<file path="src/rtl/mini_pkg.sv">
// -----------------------------------------------------------------------------
// mini_pkg
// Shared definitions for the mini CPU sequencer, its datapath and the bench:
// opcodes, FSM state encoding, write-data mux and ALU codes, and the bit
// positions of the fields in the 16-bit instruction word
//    {op[15:12], rd[11:10], rs[9:8], imm[7:0]}.
// -----------------------------------------------------------------------------
package mini_pkg;

   localparam int INSTR_W = 16;

   localparam int OP_HI  = 15;
   localparam int OP_LO  = 12;
   localparam int RD_HI  = 11;
   localparam int RD_LO  = 10;
   localparam int RS_HI  = 9;
   localparam int RS_LO  = 8;
   localparam int IMM_HI = 7;
   localparam int IMM_LO = 0;

   localparam logic [3:0] OP_NOP  = 4'h0;
   localparam logic [3:0] OP_LDI  = 4'h1;
   localparam logic [3:0] OP_ADD  = 4'h2;
   localparam logic [3:0] OP_SUB  = 4'h3;
   localparam logic [3:0] OP_XOR  = 4'h4;
   localparam logic [3:0] OP_LD   = 4'h5;
   localparam logic [3:0] OP_ST   = 4'h6;
   localparam logic [3:0] OP_JMP  = 4'h7;
   localparam logic [3:0] OP_HALT = 4'hF;

   localparam logic [1:0] RF_WSEL_ALU  = 2'd0;
   localparam logic [1:0] RF_WSEL_IMM  = 2'd1;
   localparam logic [1:0] RF_WSEL_DMEM = 2'd2;

   localparam logic [1:0] ALU_ADD  = 2'd0;
   localparam logic [1:0] ALU_SUB  = 2'd1;
   localparam logic [1:0] ALU_XOR  = 2'd2;
   localparam logic [1:0] ALU_PASS = 2'd3;

   typedef enum logic [2:0] {
      ST_IDLE   = 3'd0,
      ST_FETCH  = 3'd1,
      ST_DECODE = 3'd2,
      ST_EXEC   = 3'd3,
      ST_MEM    = 3'd4,
      ST_HALT   = 3'd5
   } state_t;

   function automatic logic [3:0] ir_op(input logic [INSTR_W-1:0] ir);
      return ir[OP_HI:OP_LO];
   endfunction

   function automatic logic [1:0] ir_rd(input logic [INSTR_W-1:0] ir);
      return ir[RD_HI:RD_LO];
   endfunction

   function automatic logic [1:0] ir_rs(input logic [INSTR_W-1:0] ir);
      return ir[RS_HI:RS_LO];
   endfunction

   function automatic logic [7:0] ir_imm(input logic [INSTR_W-1:0] ir);
      return ir[IMM_HI:IMM_LO];
   endfunction

endpackage

</file>
<file path="src/rtl/mini_decode.sv">
// -----------------------------------------------------------------------------
// mini_decode
// Purely combinational opcode decoder for the mini CPU sequencer.
// Ports:
//    ir       in   16  instruction register
//    is_ldi   out  1   load-immediate
//    is_alu   out  1   ADD / SUB / XOR register-register op
//    is_ld    out  1   load from data memory
//    is_st    out  1   store to data memory
//    is_jmp   out  1   absolute jump to imm
//    is_halt  out  1   HALT
//    is_ill   out  1   opcode 8..E
//    alu_op   out  2   ALU function for is_alu, ALU_ADD otherwise
// -----------------------------------------------------------------------------
module mini_decode
   import mini_pkg::*;
(
   input  logic [INSTR_W-1:0] ir,
   output logic               is_ldi,
   output logic               is_alu,
   output logic               is_ld,
   output logic               is_st,
   output logic               is_jmp,
   output logic               is_halt,
   output logic               is_ill,
   output logic [1:0]         alu_op
);

   logic [3:0] op;

   assign op = ir_op(ir);

   always_comb begin
      is_ldi  = 1'b0;
      is_alu  = 1'b0;
      is_ld   = 1'b0;
      is_st   = 1'b0;
      is_jmp  = 1'b0;
      is_halt = 1'b0;
      is_ill  = 1'b0;
      alu_op  = ALU_ADD;
      case (op)
         OP_NOP:  ;
         OP_LDI:  is_ldi = 1'b1;
         OP_ADD: begin
            is_alu = 1'b1;
            alu_op = ALU_ADD;
         end
         OP_SUB: begin
            is_alu = 1'b1;
            alu_op = ALU_SUB;
         end
         OP_XOR: begin
            is_alu = 1'b1;
            alu_op = ALU_XOR;
         end
         OP_LD:   is_ld   = 1'b1;
         OP_ST:   is_st   = 1'b1;
         OP_JMP:  is_jmp  = 1'b1;
         OP_HALT: is_halt = 1'b1;
         default: is_ill  = 1'b1;
      endcase
   end

endmodule

</file>
<file path="src/rtl/mini_ctrl.sv">
// -----------------------------------------------------------------------------
// mini_ctrl
// Multi-cycle sequencer for the mini CPU. Owns PC and IR, fetches from a
// combinational instruction ROM, and drives register-file, ALU and data-memory
// control for an external datapath.
// Parameters:
//    PC_W      PC / imem address width and dmem address width
//    CNT_W     retired-instruction counter width (saturating)
//    HALT_ILL  1: illegal opcode halts; 0: illegal opcode behaves as NOP
// Ports:
//    clk, rst_n          clock, async active-low reset
//    start               in IDLE, begins fetching at pc=0
//    imem_addr/imem_data instruction ROM address (= pc) / word
//    rf_ra, rf_rb        read selects (rd, rs)
//    rf_we, rf_wa        write strobe / address (rd)
//    rf_wsel             write data mux (ALU / IMM / DMEM)
//    alu_op              ALU function
//    imm                 IR immediate field
//    dmem_addr           data memory address (= imm)
//    dmem_we, dmem_re    store strobe / load request
//    dmem_rvalid         load data valid
//    busy, halted        status
//    illegal             sticky illegal-opcode flag
//    retired             saturating retired-instruction count
//
// state  | meaning
// -------+-------------------------------------------------------------
// IDLE   | waiting for start
// FETCH  | IR <= imem_data, pc <= pc+1
// DECODE | rd/rs presented on the read selects for operand read
// EXEC   | write/store/load strobe, jump, or halt decision
// MEM    | waiting for load data; writes rd when dmem_rvalid
// HALT   | terminal until reset
// -----------------------------------------------------------------------------
module mini_ctrl
   import mini_pkg::*;
#(
   parameter int PC_W     = 8,
   parameter int CNT_W    = 16,
   parameter bit HALT_ILL = 1'b0
) (
   input  logic               clk,
   input  logic               rst_n,
   input  logic               start,
   output logic [PC_W-1:0]    imem_addr,
   input  logic [INSTR_W-1:0] imem_data,
   output logic [1:0]         rf_ra,
   output logic [1:0]         rf_rb,
   output logic               rf_we,
   output logic [1:0]         rf_wa,
   output logic [1:0]         rf_wsel,
   output logic [1:0]         alu_op,
   output logic [7:0]         imm,
   output logic [PC_W-1:0]    dmem_addr,
   output logic               dmem_we,
   output logic               dmem_re,
   input  logic               dmem_rvalid,
   output logic               busy,
   output logic               halted,
   output logic               illegal,
   output logic [CNT_W-1:0]   retired
);

   state_t             state;
   logic [PC_W-1:0]    pc;
   logic [INSTR_W-1:0] ir;

   logic       d_ldi;
   logic       d_alu;
   logic       d_ld;
   logic       d_st;
   logic       d_jmp;
   logic       d_halt;
   logic       d_ill;
   logic [1:0] d_alu_op;

   logic in_exec;
   logic in_mem;
   logic retire;
   logic go_halt;

   mini_decode u_decode (
      .ir      (ir),
      .is_ldi  (d_ldi),
      .is_alu  (d_alu),
      .is_ld   (d_ld),
      .is_st   (d_st),
      .is_jmp  (d_jmp),
      .is_halt (d_halt),
      .is_ill  (d_ill),
      .alu_op  (d_alu_op)
   );

   assign in_exec = (state == ST_EXEC);
   assign in_mem  = (state == ST_MEM);

   // An instruction retires when it leaves EXEC for FETCH/HALT, or leaves MEM.
   assign retire  = (in_exec && !d_ld) || (in_mem && dmem_rvalid);
   assign go_halt = d_halt || (d_ill && HALT_ILL);

   always_ff @(posedge clk or negedge rst_n) begin
      if (!rst_n) begin
         state   <= ST_IDLE;
         pc      <= '0;
         ir      <= '0;
         retired <= '0;
         illegal <= 1'b0;
      end else begin
         case (state)
            ST_IDLE: begin
               if (start) state <= ST_FETCH;
            end
            ST_FETCH: begin
               ir    <= imem_data;
               pc    <= pc + 1'b1;
               state <= ST_DECODE;
            end
            ST_DECODE: begin
               state <= ST_EXEC;
            end
            ST_EXEC: begin
               if (d_ill) illegal <= 1'b1;
               if (d_jmp) pc <= PC_W'(ir_imm(ir));
               if (d_ld)         state <= ST_MEM;
               else if (go_halt) state <= ST_HALT;
               else              state <= ST_FETCH;
            end
            ST_MEM: begin
               if (dmem_rvalid) state <= ST_FETCH;
            end
            ST_HALT: begin
               state <= ST_HALT;
            end
            default: begin
               state <= ST_IDLE;
            end
         endcase

         if (retire && (retired != {CNT_W{1'b1}})) retired <= retired + 1'b1;
      end
   end

   // Control outputs decode from the registered state and IR, so a reset
   // drops every strobe in the same instant the state returns to IDLE.
   assign imem_addr = pc;
   assign rf_ra     = ir_rd(ir);
   assign rf_rb     = ir_rs(ir);
   assign rf_wa     = ir_rd(ir);
   assign imm       = ir_imm(ir);
   assign dmem_addr = PC_W'(ir_imm(ir));

   assign rf_we   = (in_exec && (d_ldi || d_alu)) || (in_mem && dmem_rvalid);
   assign dmem_we = in_exec && d_st;
   assign dmem_re = in_exec && d_ld;

   always_comb begin
      rf_wsel = RF_WSEL_ALU;
      if (in_mem)                rf_wsel = RF_WSEL_DMEM;
      else if (in_exec && d_ldi) rf_wsel = RF_WSEL_IMM;
   end

   assign alu_op = d_alu ? d_alu_op : ALU_ADD;

   assign busy   = (state != ST_IDLE) && (state != ST_HALT);
   assign halted = (state == ST_HALT);

endmodule

</file>
<file path="config.mk">
export PLATFORM = sky130hd
export DESIGN_NAME = mini_ctrl
export DESIGN_NICKNAME = d
export VERILOG_FILES = /design/src/rtl/mini_pkg.sv /design/src/rtl/mini_decode.sv /design/src/rtl/mini_ctrl.sv
export SDC_FILE = /design/constraint.sdc
export NUM_CORES = 1
export LEC_CHECK = 0
export CORE_ASPECT_RATIO = 1.5
export CORE_MARGIN = 2
export CORE_UTILIZATION = 40
export DETAILED_ROUTE_END_ITERATION = 8
export PLACE_DENSITY = 0.74
export SYNTH_ARGS = -nofsm -noshare
export SYNTH_HDL_FRONTEND = slang
export SYNTH_HIERARCHICAL = 1
export SYNTH_SLANG_ARGS = --single-unit
export TNS_END_PERCENT = 20
</file>
<file path="constraint.sdc">
create_clock -name clk -period 3.65 [get_ports clk]
set_clock_uncertainty 0.2 [all_clocks]
set_input_delay 0.73 -clock clk [delete_from_list [all_inputs] [get_ports clk]]
set_output_delay 0.73 -clock clk [all_outputs]
set_load 0.02 [all_outputs]
</file>
# Yosys cells after proc, flatten, opt, wreduce, memory -nomap -nowiden
# Cells that the tools add are included.
classes:
  add_sub_neg: 2
  multipliers: 0
  div: 0
  order_cmp: 0
  n_eq_ne: 18
  shift: 0
  muxes: 17
  bitwise: 1
  reduce_logical: 21
ops:
  columns: ["operator", "count"]
  rows:
  - ["one-hot mux 3 bit (6 select lines)", 1]
  - ["adder 16 x 1 -> 16 bit (second input constant)", 1]
  - ["equality test 4 x 3 -> 1 bit (second input constant)", 4]
  - ["inequality test 16 bit (second input constant)", 1]
  - ["one-hot mux 8 bit (2 select lines)", 1]
  - ["two-way mux 3 bit", 4]
  - ["OR reduction 9 bit", 1]
  - ["adder 8 x 1 -> 8 bit (second input constant)", 1]
  - ["equality test 4 x 2 -> 1 bit (second input constant)", 2]
  - ["logical AND 1 bit", 8]
  - ["two-way mux 8 bit", 1]
  - ["two-way mux 1 bit", 7]
  - ["equality test 3 x 2 -> 1 bit (second input constant)", 2]
  - ["equality test 3 bit (second input constant)", 2]
  - ["inequality test 2 bit (second input constant)", 3]
  - ["AND reduction 2 bit", 3]
  - ["equality test 4 x 1 -> 1 bit (second input constant)", 1]
  - ["equality test 4 bit (second input constant)", 1]
  - ["zero test 4 bit", 1]
  - ["two-way mux 2 bit", 2]
  - ["one-hot mux 2 bit (2 select lines)", 1]
  - ["equality test 3 x 1 -> 1 bit (second input constant)", 1]
  - ["zero test 3 bit", 1]
  - ["logical OR 1 bit", 3]
  - ["other kinds (6)", 6]
totals:
  register_bits: 44
  latchBits: 0
  ram_bits: 0
  romBits: 0
  output_inout_bits: 56
  memories: 0

# Logic depth before layout (Yosys ltp)
# Gate-level depths: netlist of run 1.
depth:
  word_depth: 6
  depth_mapped: 7
  mapped_depth_nobuf: 6

# Hierarchy
# Netlist of run 1, hierarchy kept.
modules_own_cells:
  columns: ["module", "instances", "cells_per_inst", "area_each_um2", "seq_area_each_um2"]
  rows:
  - ["mini_ctrl", 1, 232, 2448.6, 1101.1]
  - ["mini_decode", 1, 15, 85.1, 0.0]

# Worst setup path after synthesis of run 1
# OpenSTA, ideal clock, no wires.
synth_path:
  path_kind: "register to output"
  startpoint: "register ir[15]"
  endpoint: "output dmem_re"
  arrival_time_ns: 1.339
  t_required_ns: 2.720
  path_slack_ns: 1.381
  path_stages_with_launch: 5
  path_cell_list: "dfrtp_1 nand2b_1 nor2_1 inv_1 nor3_1"
synth_via:
  elab_chain_len: 3
synth_lines:
  columns: ["element", "line", "rtl"]
  rows:
  - ["from (decl)", "mini_ctrl.sv:66", "logic [INSTR_W-1:0] ir;"]
  - ["from (signal assigned)", "mini_ctrl.sv:114", "ir <= imem_data;"]
  - ["equality test 4 x 3 -> 1 bit", "mini_decode.sv:42", "case (op)"]
  - ["two-way mux 1 bit", "mini_decode.sv:42", null]
  - ["via d_ld", "mini_ctrl.sv:70", "logic d_ld;"]
  - ["logical AND 1 bit", "mini_ctrl.sv:154", "assign dmem_re = in_exec && d_ld;"]
  - ["to (decl)", "mini_ctrl.sv:56", "output logic dmem_re,"]
# The timed path passes the listed nets, and every way through them passes these cells.

# Worst setup path in the final report of run 1
layout_path:
  startpoint: "register state[1]"
  endpoint: "output rf_we"
layout_via:
  elab_chain_len: 3
  elab_cells_between_ends: 5
  cone_classes: "eq/ne (2); reduce/logical (3)"
layout_lines:
  columns: ["element", "line", "rtl"]
  rows:
  - ["from (decl)", "mini_ctrl.sv:64", "state_t state;"]
  - ["from (signal assigned)", "mini_ctrl.sv:103", "state <= ST_IDLE;"]
  - ["from (signal assigned)", "mini_ctrl.sv:111", "if (start) state <= ST_FETCH;"]
  - ["from (signal assigned)", "mini_ctrl.sv:116", "state <= ST_DECODE;"]
  - ["equality test 3 x 2 -> 1 bit / equality test 3 bit (equally long branches)", "mini_ctrl.sv:94, mini_ctrl.sv:95", null]
  - ["logical AND 1 bit", "mini_ctrl.sv:152", "assign rf_we = (in_exec && (d_ldi || d_alu)) || (in_mem && dmem_rvalid);"]
  - ["logical OR 1 bit *", "mini_ctrl.sv:152", null]
  - ["to (decl)", "mini_ctrl.sv:49", "output logic rf_we,"]
# Mark *: on every way between the ends. The rest lies on a longest branch, timed or not.

==> results of run 1 <==
## sequential cells by signal, indices dropped and copies added, names as in the netlist
name	cells
retired	16
ir	16
imem_addr	8
illegal	1
state	3
## cell type report
cell class                      count  area [um2]  share of cell area
Clock buffer                        6       72.57             0.02260
Clock inverter                      1       5.005            0.001559
Inverter                            5       18.77            0.005846
Multi-Input combinational cell    164        1160              0.3613
Sequential cell                    44        1101              0.3429
Tap cell                           74       92.59             0.02884
Timing Repair Buffer               77       760.7              0.2369
## layer usage
metal / vias up / wire length, um / global-route usage
met5: - / 0 / 0
met4: 0 / 57 / 0.04525
met3: 4 / 212 / 0.02889
li1: 952 / - / -
met1: 949 / 2214 / 0.2200
met2: 51 / 2708 / 0.2714
## worst max-delay path, stage by stage (launching register included)
cell,delay [ps]
dfrtp_1,570
buf_4,290
nor3b_4,280
nand2_1,90
nand2_1,70
clkdlybuf4s50_1,600
## power by group through the flow
| stage | registers [uW] | logic, uW | clock network, uW |
|---|---|---|---|
| 3_5_place_dp | 955 | 1490 | 0 |
| 3_3_place_gp | 945 | 1470 | 0 |
| 4_1_cts | 947 | 1490 | 294 |
| 2_1_floorplan | 943 | 1110 | 0 |
| 6_report | 946 | 1480 | 281 |
| 5_1_grt | 987 | 1610 | 314 |
## metrics by stage
stage / cells / instance area, um2
global route: 371 / 3211
global placement: 364 / 3133
detailed placement: 364 / 3133
CTS: 371 / 3211
finish: 371 / 3211
floorplan: 247 / 2534
## synthesized netlist by cell type, types with 3 or more instances
cell type  number  area share
dfrtp_1        44        0.43
buf_4          25       0.074
mux2_2         19       0.084
nand2_1        19       0.028
nor2_1         17       0.025
xor2_1         15       0.052
nor3_1         10       0.020
a21oi_1         8       0.016
nand2b_1        7       0.017
nand3_1         7       0.014
o21ai_0         6       0.012
inv_1           5      0.0074
nand4_1         5       0.012
o22ai_1         5       0.012
and3_1          4      0.0099
buf_6           4       0.018
nor3b_1         4       0.012
nor4_1          4      0.0099
and2_1          3      0.0074
clkbuf_1        3      0.0044
nor4_2          3       0.015
## how the worst max path moves through the flow
stage                          from      end  slack (ps)
6_report       state[1]$_DFFE_PN0P_    rf_we         540
5_1_grt        state[0]$_DFFE_PN0P_    rf_we         380
4_1_cts        state[0]$_DFFE_PN0P_    rf_we         500
3_5_place_dp            dmem_rvalid    rf_we         660
3_3_place_gp            dmem_rvalid    rf_we         690
2_1_floorplan    ir[15]$_DFFE_PN0P_  dmem_re        1380
## layout by cell type (no fill, tap or decap), types with 2 or more instances in the layout
| cell type | Yosys | final |
|---|---|---|
| a31oi_1 | 2 | 2 |
| clkdlybuf4s50_1 | 0 | 74 |
| nor2_1 | 17 | 17 |
| nor3b_1 | 4 | 4 |
| ha_1 | 2 | 2 |
| dfrtp_1 | 44 | 44 |
| xor2_1 | 15 | 15 |
| nand4_1 | 5 | 5 |
| o2bb2ai_1 | 2 | 2 |
| clkbuf_8 | 0 | 5 |
| nand3_1 | 7 | 7 |
| nand2b_1 | 7 | 7 |
| inv_1 | 5 | 5 |
| o22ai_1 | 5 | 5 |
| nor4_2 | 3 | 3 |
| nand2_1 | 19 | 19 |
| nor4_1 | 4 | 4 |
| o31ai_1 | 2 | 2 |
| a21oi_1 | 8 | 8 |
| mux2_2 | 19 | 19 |
| o211ai_1 | 2 | 2 |
| nor3_1 | 10 | 10 |
| and2_1 | 3 | 3 |
| and3_1 | 4 | 4 |
| buf_4 | 25 | 2 |
| o21ai_0 | 6 | 6 |
## cells by family (layout without fill, tap and decap cells)
group,Yosys count,after routing,share of synthesized area
and+or+nand+nor,93,93,0.2128
DFF,44,44,0.4346
buffers and inverters,39,89,0.1077
AOI/OAI and AO/OA,34,34,0.09531
muxes,19,19,0.08445
xor gates and xnor gates,16,16,0.05531
adders and majority gates,2,2,0.009875
==> metrics.yaml, run 1 <==
ctsHoldBuffers: 0
timing.rr.start: "retired[0]$_DFFE_PN0P_"
cts_sinks: 44
portBuffers: 75
setup_viol: 0
clock_latency_ps: 290
power_switching_uw: 1160
post-route-util: 0.5237
max_cap_viol_count: 0
fmax_mhz: 321.4
worstHoldStart: "illegal$_DFFE_PN0P_"
status: "finished, final reports clean"
fin_crit_ps: 3111
syn_area_um2: 2534
synth_flop_cell: "dfrtp_1"
groute.usage.overall: 0.1645
crit_type: "flip-flop to output pin"
power_frac_seq: 0.350
antenna_found_initial: 0
post-place-ws_ps: 660.2
hold_ws_ps: 280.9
n_antenna_cell: 0
pwr-share-comb: 0.546
yosysUniqueCellTypes: 45
syn_inst: 247
synth-edff-count: 0
fin_nets: 319
routedWlPerCell_um: 14.00
p_total_uw: 2706
path_max_fanout: 17
grt_max_degree: 45
r2r_cells: 6
drt_iter0_drc: 67
fp.dieW_um: 68.99
end_kind: "output pin"
ys_ff_latch: 44
htreeDepth: 2
min_path_type: "flip-flop to flip-flop"
die_h_um: 101.5
tightest_slew_ps: 980.9
grt_pass1_wl_um: 8852
swShare: 0.4286
holdPathStages: 1
cts_tree: "built"
rsz0062_at_grt: "false"
coreArea_um2: 6131
drc: 0
initial_utilization: 0.4133
dp_hpwl_um: 3777
overflow: 0
drive_above_1_share: 0.1380
finalWorstSetupSlack_ps: 539.0
setup_tns_ps: 0
finalCritPeriodShare: 0.8523
cts-resized-gates: 0
num_vias: 1956
ant_nets: 0
synth_warnings: 6
clockBufferDepth: 2
seq_area_frac_synth: 0.4346
cts_setup_buffers: 0
cp.arrival_ps: 2180
via_per_inst: 5.272
p_int_uw: 1546
pwr-share-clk: 0.104
gp_congestion: 0.8042
slew_viol_final: 0
cts_root_buffer: "clkbuf_8"
power_density_nw_per_um2: 842.7
path_clk_slew_ps: 80
synth-async-reset-ratio: 1.000
fillers: 558
cts_made_buffers: 5
finalHoldViolCount: 0
rows: 35
startpoint_type: "flip-flop"
areaGrowthSynthToFinish_pct: 26.72
dr.pass1.iters: 4
synth_area_per_cell_um2: 10.26
whs_endpoint: "illegal$_DFFE_PN0P_"
crit_required_ps: 2720
leakagePower_uw: 0.001328
r2r-end: "retired[1]$_DFFE_PN0P_"
wl_um: 5193
max_slew_margin: 0.3461
grt_pass1_vias: 1868
dieArea_um2: 7000
peakVddDrop_uv: 431.7
syn_nets: 269
reg2reg_slack_ps: 1250
pin_count: 76
No activity file was read; power rests on OpenSTA's default activity.
==> run 2, diff against run 1 <==
Settings changed: CORE_UTILIZATION 40 to 30, PLACE_DENSITY 0.74 to 0.59.
==> metrics.yaml, run 2 (synthesis results as in run 1) <==
overflow: 0
dp.cells: 399
final_common_cell: "clkdlybuf4s50_1"
grt_pass1_vias: 1880
areaGrowthSynthToFinish_pct: 32.00
finalNonFillerCells: 405
drive_above_1_share: 0.1443
fin_crit_ps: 3189
power_density_nw_per_um2: 877.4
finalHoldViolCount: 0
leakagePower_uw: 0.001373
placed_area_um2: 3189
fmax_mhz: 313.6
rsz0062_at_grt: "false"
worst-path-buf-inv: 1
gp_congestion: 0.7589
cts-resized-gates: 0
startpoint_type: "flip-flop"
post-route-util: 0.4024
path_max_fanout: 19
slowest_stage: "clkdlybuf4s50_1"
cp.arrival_ps: 2260
wl_um: 5801
drt_iter0_drc: 73
grt_pass1_wl_um: 9535
cts_tree: "built"
via_per_inst: 4.822
n_antenna_cell: 0
mostFrequentLayoutCells: "74 x clkdlybuf4s50_1, 44 x dfrtp_1, 19 x nand2_1, 19 x mux2_2, 17 x nor2_1"
antenna_found_initial: 0
num_vias: 1953
crit_path_max_incr_delay_ps: 600
crit_type: "flip-flop to output pin"
initial_utilization: 0.3049
cts_setup_buffers: 0
groute.usage.overall: 0.1330
path_clk_slew_ps: 60
pin_count: 76
max_cap_viol_count: 0
crit_start: "state[0]$_DFFE_PN0P_"
dp_hpwl_um: 4143
crit_required_ps: 2720
peakVddDrop_uv: 458.4
routedWlPerCell_um: 14.32
clock_latency_ps: 290
ant_nets: 0
finalCritPeriodShare: 0.8738
max_slew_margin: 0.5033
dieArea_um2: 9212
die_h_um: 116.6
htreeDepth: 2
slew_viol_final: 0
dr.pass1.iters: 4
setup_viol: 0
timing.rr.start: "retired[0]$_DFFE_PN0P_"
min_path_type: "input pin to async pin"
stdcell_area_um2: 3344
cpLargestDelayFamily: "simple AND/OR/NAND/NOR gates"
coreArea_um2: 8310
status: "finished, final reports clean"
cts_root_buffer: "clkbuf_16"
end_kind: "output pin"
rows: 41
fin_nets: 321
critical_path.cell_chain: "nor2b_4 -> o211ai_1 -> nand2_1 -> clkdlybuf4s50_1"
fp.dieW_um: 79.04
clockBufferDepth: 2
cts_made_buffers: 5
setup_tns_ps: 0
ctsHoldBuffers: 0
grt_max_degree: 29
tightest_slew_ps: 738.3
drc: 0
portBuffers: 75
cts_sinks: 44
-- run 2: cell types whose count changed in the layout (fill, tap and decap cells not counted) --
cell and delta:
clkbuf_8 -5, clkbuf_1 -1, clkinv_2 -1, buf_4 +2
clkbuf_16 +5, bufinv_16 +1
-- run 2: worst paths after layout --
path / endpoint / slack (ps) / depth (start not counted)
max: rf_we / 460 / 4
min: retired[1]$_DFFE_PN0P_ / 270 / 1
max reg2reg: retired[1]$_DFFE_PN0P_ / 1290 / 6
min reg2reg: illegal$_DFFE_PN0P_ / 280 / 1
max in group asynchronous: ir[0]$_DFFE_PN0P_ / 2280 / 2
min in group clk: illegal$_DFFE_PN0P_ / 280 / 1
-- run 2: area by class of cell --
class | count | area [um2]
inverter | 5 | 18.77
clock inverter | 1 | 30.03
clock buffer | 5 | 125.1
sequential | 44 | 1101
tap | 107 | 133.9
timing repair buffer | 79 | 775.7
multi-input combinational | 164 | 1160
fill | 848 | 4966
-- run 2: routing by layer --
metal / share of wire / GRT usage / wire [um]
met5: 0 / 0 / 0
met4: 0.016 / 0.05172 / 91
met3: 0.053 / 0.02859 / 305
met2: 0.49 / 0.2209 / 2846
met1: 0.44 / 0.1691 / 2558
-- run 2: where the power goes --
| group | switching, uW | internal (uW) |
|---|---|---|
| clock network | 180 | 315 |
| logic | 741 | 748 |
| registers | 274 | 677 |
| total | 1190 | 1740 |
-- run 2: metrics by stage --
stage / worst slack [ps] / hold WS, ps / power (uW)
2_1_floorplan: 1381 / 234.4 / 2053
3_3_place_gp: 677.6 / 264.1 / 2440
3_5_place_dp: 691.0 / 275.9 / 2463
4_1_cts: 469.1 / 289.4 / 2979
5_1_grt: 313.4 / 311.0 / 3149
6_report: 460.8 / 273.4 / 2934
